File: config.mk
export PLATFORM = sky130hd
export DESIGN_NAME = modexp_ctl
export DESIGN_NICKNAME = d
export VERILOG_FILES = /design/src/rtl/modexp_ctl.sv
export SDC_FILE = /design/constraint.sdc
export NUM_CORES = 1
export LEC_CHECK = 0
export ABC_AREA = 1
export BUFFER_PORTS_ARGS = -buffer_cell sky130_fd_sc_hd__buf_2
export CORE_ASPECT_RATIO = 0.7
export CORE_MARGIN = 3
export CORE_UTILIZATION = 60
export CTS_BUF_LIST = sky130_fd_sc_hd__clkbuf_8
export DETAILED_ROUTE_END_ITERATION = 10
export PLACE_DENSITY = 0.77
export SYNTH_ARGS = -nofsm -noshare
export SYNTH_HDL_FRONTEND = slang
export SYNTH_SLANG_ARGS = --single-unit
File: constraint.sdc
create_clock -name clk -period 7.3 [get_ports clk]
set_input_delay 1.095 -clock clk [delete_from_list [all_inputs] [get_ports clk]]
set_output_delay 1.095 -clock clk [all_outputs]
set_load 0.005 [all_outputs]
File: src/rtl/modexp_ctl.sv
// modexp_ctl: right-to-left square-and-multiply modular exponentiation over a toggle-handshake remainder unit.
// Define MODEXP_EARLY_EXIT_EN to finish as soon as the remaining exponent is zero.
module modexp_ctl #(
  parameter int MSB = 7
) (
  input  logic               clk,
  input  logic               rstn,
  input  logic               enable,
  input  logic               req,
  output logic               ack,
  input  logic [MSB:0]       base,
  input  logic [MSB:0]       exponent,
  input  logic [MSB:0]       modulus,
  output logic [MSB:0]       result,
  output logic               mod_err,
  output logic               rem_req,
  input  logic               rem_ack,
  output logic [2*MSB+1:0]   rem_data_1,
  output logic [MSB:0]       rem_data_2,
  input  logic [MSB:0]       rem_result
);
  localparam int W = MSB + 1;
  localparam int W2 = 2 * W;
  localparam int CW = $clog2(W + 1);
  typedef enum logic [2:0] {IDLE, LOAD, ISSUE, HOLD, WAIT, STEP, DONE} state_t;
  typedef enum logic [1:0] {OP_RED, OP_MUL, OP_SQR} op_t;
  state_t state;
  op_t op;
  logic req_d;
  logic [MSB:0] m, e, acc, sq;
  logic [CW-1:0] cnt;
  logic [W2-1:0] prod;
  logic req_x;
  assign req_x = req ^ req_d;
  assign ack = state == IDLE;
  always_comb
    prod = op == OP_RED ? W2'(sq) : op == OP_MUL ? W2'(acc) * W2'(sq) : W2'(sq) * W2'(sq);
  always_ff @(posedge clk or negedge rstn)
    if (!rstn) begin
      state <= IDLE;
      op <= OP_RED;
      req_d <= 1'b0;
      m <= '0;
      e <= '0;
      acc <= '0;
      sq <= '0;
      cnt <= '0;
      result <= '0;
      mod_err <= 1'b0;
      rem_req <= 1'b0;
      rem_data_1 <= '0;
      rem_data_2 <= '0;
    end else if (enable) begin
      req_d <= req;
      case (state)
        IDLE: if (req_x) state <= LOAD;
        LOAD: begin
          sq <= base;
          e <= exponent;
          m <= modulus;
          cnt <= '0;
          op <= OP_RED;
          mod_err <= 1'b0;
          // The remainder unit reads the divisor as signed, so zero and negative moduli are rejected
          if (modulus == '0 || modulus[MSB]) begin
            mod_err <= 1'b1;
            result <= '0;
            acc <= '0;
            state <= DONE;
          end else if (modulus == W'(1)) begin
            result <= '0;
            acc <= '0;
            state <= DONE;
          end else begin
            acc <= W'(1);
            state <= ISSUE;
          end
        end
        ISSUE: begin
          rem_data_1 <= prod;
          rem_data_2 <= m;
          rem_req <= ~rem_req;
          state <= HOLD;
        end
        HOLD: state <= WAIT;
        WAIT: if (rem_ack) begin
          if (op == OP_MUL) acc <= rem_result;
          else sq <= rem_result;
          state <= STEP;
        end
        STEP: begin
          // A bit is consumed (e shifted) when its square is committed
          if (op == OP_SQR && cnt == CW'(W)) state <= DONE;
          else if (op != OP_MUL && e[0]) begin
            op <= OP_MUL;
            state <= ISSUE;
          end else begin
            e <= e >> 1;
            cnt <= cnt + 1'b1;
            op <= OP_SQR;
`ifdef MODEXP_EARLY_EXIT_EN
            state <= (e >> 1) == '0 ? DONE : ISSUE;
`else
            state <= ISSUE;
`endif
          end
        end
        DONE: begin
          result <= acc;
          state <= IDLE;
        end
        default: state <= IDLE;
      endcase
    end
endmodule

== After elaboration in Yosys (flattened, before gate mapping) ==
Cells that the tools add are included.
Word-level totals
  flip-flop bits (word level): 76
  bits of input ports: 37
  output and inout bits: 35
  logic and storage cells: 82
Cells by class
  $add $sub $neg: 1
  $mul: 2
  eq/ne operators: 18
  mux-type cells: 29
  bitwise logic cells: 2
  reduce and logical (&&, ||, !) cells: 17
Operator list (number)
  $mux 8: 8
  $pmux 8 s2: 4
  $mul 8x8->16: 2
  $mux 16: 2
  $pmux 3 s6: 1
  $mux 3: 5
  $reduce_and 4->1: 3
  $ne 2x2->1 const B: 5
  $eq 3x3->1 const B: 3
  $reduce_and 3->1: 3
  $eq 8x1->1 const B: 1
  $logic_not 8->1: 1
  $mux 4: 2
  $pmux 4 s2: 1
  $eq 3x2->1 const B: 2
  $reduce_bool 2->1: 3
  $add 4x1->4 const B: 1
  $eq 4x4->1 const B: 1
  $mux 2: 2
  $ne 2x1->1 const B: 2
  $pmux 2 s2: 1
  $reduce_and 2->1: 2
  $eq 3x1->1 const B: 1
  $logic_not 3->1: 1
  other kinds (9): 12

== Logic depth before layout (Yosys ltp) ==
  depth in word-level cells: 5
  gate-level depth with buffers: 24
  mapped depth without buffers: 22

== Worst setup path before layout ==
OpenSTA, ideal clock, no wires.
  path type: register to register
  start point: register sq[4]
  end point: register rem_data_1[10]
  library setup time: 0.118 ns
  data arrival time: 4.246 ns
  required time: 7.182 ns
  slack: 2.936 ns
  cell stages (with the launch flop): 20
  buffers on the path: 2
  period minus slack after synthesis: 4.364 ns
  path through: dfrtp_1 -> clkbuf_1 -> clkbuf_1 -> nand2_1 -> fa_1 -> inv_1 -> fa_1 -> fa_1 -> inv_1 -> fa_1 -> inv_1 -> ha_1 -> a21oi_1 -> nand2_1 -> a21oi_1 -> nor2_1 -> nor2_1 -> nand2_1 -> nand3_1 -> nand2_1
On the way
  cells in the longest elaborated chain, start to end: 3
  elaborated cells between the ends (all ways): 4
  classes of those cells: mul (2); mux (2)
RTL lines
  start, declared: RTL line 30  | logic [MSB:0] m, e, acc, sq;
  start signal, assigned: RTL line 58  | sq <= base;
  start signal, assigned: RTL line 88  | else sq <= rem_result;
  $mul 8x8->16: RTL line 37  | prod = op == OP_RED ? W2'(sq) : op == OP_MUL ? W2'(acc) * W2'(sq) : W2'(sq) * W2'(sq);
  $mux 16 * (2 in series): RTL line 37
  end signal, assigned: RTL line 80  | rem_data_1 <= prod;
  end, declared: RTL line 18  | output logic [2*MSB+1:0] rem_data_1,
Mark *: on every way between the ends. The rest lies on a longest branch, timed or not.
A chain may end at the register's enable or synchronous reset.

== Worst setup path in the final report ==
  start point: register sq[6]
  end point: register rem_data_1[10]
Same word-level chain as after synthesis.

==> impl_metrics.toml <==
[outcome]
status = "finished, final reports clean"

[sta]
setup_tns_ps = 0
worst_pin_slew_ps = 949
timing.slew.headroom_pct = 36.7
worst_slack_ps = 2590
fin_crit_sh_pct = 64.5
period_minus_slack_ps = 4710
rsz0062_at_grt = "no"
hold_viol_final = 0
setup_viol_count_final = 0
skew_ps = 12.5
max_freq_mhz = 212
drv_slew = 0

[clock_tree]
insertion_delay_ps = 360
cts.sinks = 76
cts_resized = 0
cts_tree = "built"
cts_buffer_depth = 2
ctsHoldBuffers = 0
path_clk_slew_ps = 80
post_cts_buffers = 0
clock-root-buffer = "clkbuf_8"
htree_levels = 3
numCtsBuffers = 9

[worst_hold_path]
min_from = "rem_data_2[5]$_DFFE_PN0P_"
hold_path.class = "reg2reg"

[synth]
ys_ff_latch = 76
async_reset_ff_share_pct = 100
yosys-top-cells-area = "dfrtp_1 25%, fa_1 16%, nand2_1 14%, inv_1 12%, ha_1 11%"
synth_edf_count = 0
synth_fp_nets = 1218
synth_top_area_share_pct = 24.6
yosysMostFrequentCell = "nand2_1"
yosysWarnings = 0
synth_cells = 1052
syn_area_per_cell_um2 = 7.35
yosysTopAreaCell = "dfrtp_1"
synth_cell_types = 40
synth_area_um2 = 7740
synth.yosys.seq_area_share_pct = 24.6
synth_flop_cell = "dfrtp_1"
synth_top_cells_by_count = "292 x nand2_1, 250 x inv_1, 76 x dfrtp_1"

[placement]
port_buffers = 71
dp_cells = 1248
place_congestion = 1.02
dpl.hpwl_um = 15000
preCtsSetupSlack_ps = 2670

[detailed_routing]
routed_wl_um = 19000
firstDrtPassIters = 6
routed_via_density = 5.24
drc = 0
ant_nets = 0
wire_per_inst_um = 15.0
drt_iter0_drc = 589
vias = 6621

[setup_path]
reg2reg_slack_ps = 2590
cp_max_fo = 18
r2r_cells = 17
critPathLaunch = "sq[6]$_DFFE_PN0P_"
cp.required_ps = 7550
critical_path_class = "reg2reg"
reg2reg_from = "sq[6]$_DFFE_PN0P_"
critPathCaptureType = "flop"
cp-endpoint = "rem_data_1[10]$_DFFE_PN0P_"
setup.worst_path.start_class = "flop"
reg2reg_to = "rem_data_1[10]$_DFFE_PN0P_"
crit_arrival_ps = 4960

[grt]
grt_max_degree = 77
antenna_found_initial = 0
overflow = 0
grt_usage_pct = 27.3
grt_pass1_vias = 6221
grt_pass1_wl_um = 31200

[layout]
drive_gt1_share_pct = 11.3
layout.cells.non_filler = 1263
syn2layout_area_growth_pct = 7.33
final_nets = 1263
diodes = 0

[floorplan]
start_util_pct = 61.9
die_area_um2 = 14300
die_h_um = 101
die_w_um = 142
io-pin-count = 72
rows = 34
core-area_um2 = 12500

[run]
maxCapViolCount = 0
-- registers in the layout (all words and copies together) (netlist names), 2 cells and up --
name,count
rem_data_1,16
acc,8
e,8
m,8
rem_data_2,8
result,8
sq,8
cnt,4
state,3
op,2
-- per-layer routing --
metal	global-route usage [%]	up-vias	part of all wire (%)
met3	5.93	18	9.6
met2	39.8	284	42
met4	4.50	0	0.82
li1	-	3266	-
met5	0	-	0
met1	42.4	3053	47
-- worst min-delay path by stage --
stage	depth (start not counted)	endpoint	slack, ps
floorplan	2	rem_data_2[3]$_DFFE_PN0P_	440
global placement	2	rem_data_2[6]$_DFFE_PN0P_	460
detailed placement	2	rem_data_2[5]$_DFFE_PN0P_	460
CTS	2	rem_data_2[5]$_DFFE_PN0P_	480
global route	2	rem_data_2[5]$_DFFE_PN0P_	500
finish	2	rem_data_2[5]$_DFFE_PN0P_	480
-- cell families (layout without fill, tap and decap cells) --
logic type	after synthesis	count (layout)	share of synthesized area, %
AO/OA/AOI/OAI	106	106	8.51
adder cells (fa/ha/maj)	129	129	26.8
AND/OR/NAND/NOR	432	432	23.5
buffers and inverters	294	343	14.9
flip-flops	76	76	24.6
XOR/XNOR	15	15	1.70
-- per-stage QoR --
| stage | utilization (%) | hold WS, ps | instance area (um^2) |
|---|---|---|---|
| floorplan | - | 442 | 7740 |
| global placement | 64.9 | 456 | 8120 |
| detailed placement | 64.9 | 460 | 8120 |
| CTS | 66.4 | 480 | 8300 |
| global route | 66.4 | 501 | 8300 |
| finish | 66.4 | 480 | 8300 |
-- critical path, cell delays in order, from the launching register on --
cell and delay (ps):
dfrtp_1 870, nand2_1 160, fa_1 540, inv_1 70, fa_1 500, fa_1 540
inv_1 50, fa_1 530, inv_1 40, ha_1 340, a21oi_1 330, nand2_1 130
a21oi_1 140, nor2_1 50, nor2_1 80, nand2_1 70, nand3_1 80, nand2_1 50
-- final cells by class --
| cell class | count | area [um^2] |
|---|---|---|
| multi-input cells | 682 | 4680 |
| fillers | 1115 | 4200 |
| flip-flops and latches | 76 | 1900 |
| inverters | 256 | 963 |
| repair buffers | 72 | 365 |
| well taps | 162 | 203 |
| clock buffers | 9 | 124 |
| clock inverters | 6 | 63.8 |
-- placed cells by master (no fill, tap or decap), types with 9 or more instances in the layout --
master    count
buf_2        70
inv_1       250
dfrtp_1      76
nand2_1     292
nand4_1      10
o21ai_1      15
nand3_1      54
o21ai_0      32
ha_1         68
a21oi_1      26
clkbuf_8      9
fa_1         61
nor2_1       51
Power is not shown: default switching activity piles up to over one toggle a cycle in this logic, so the estimate is an artifact.
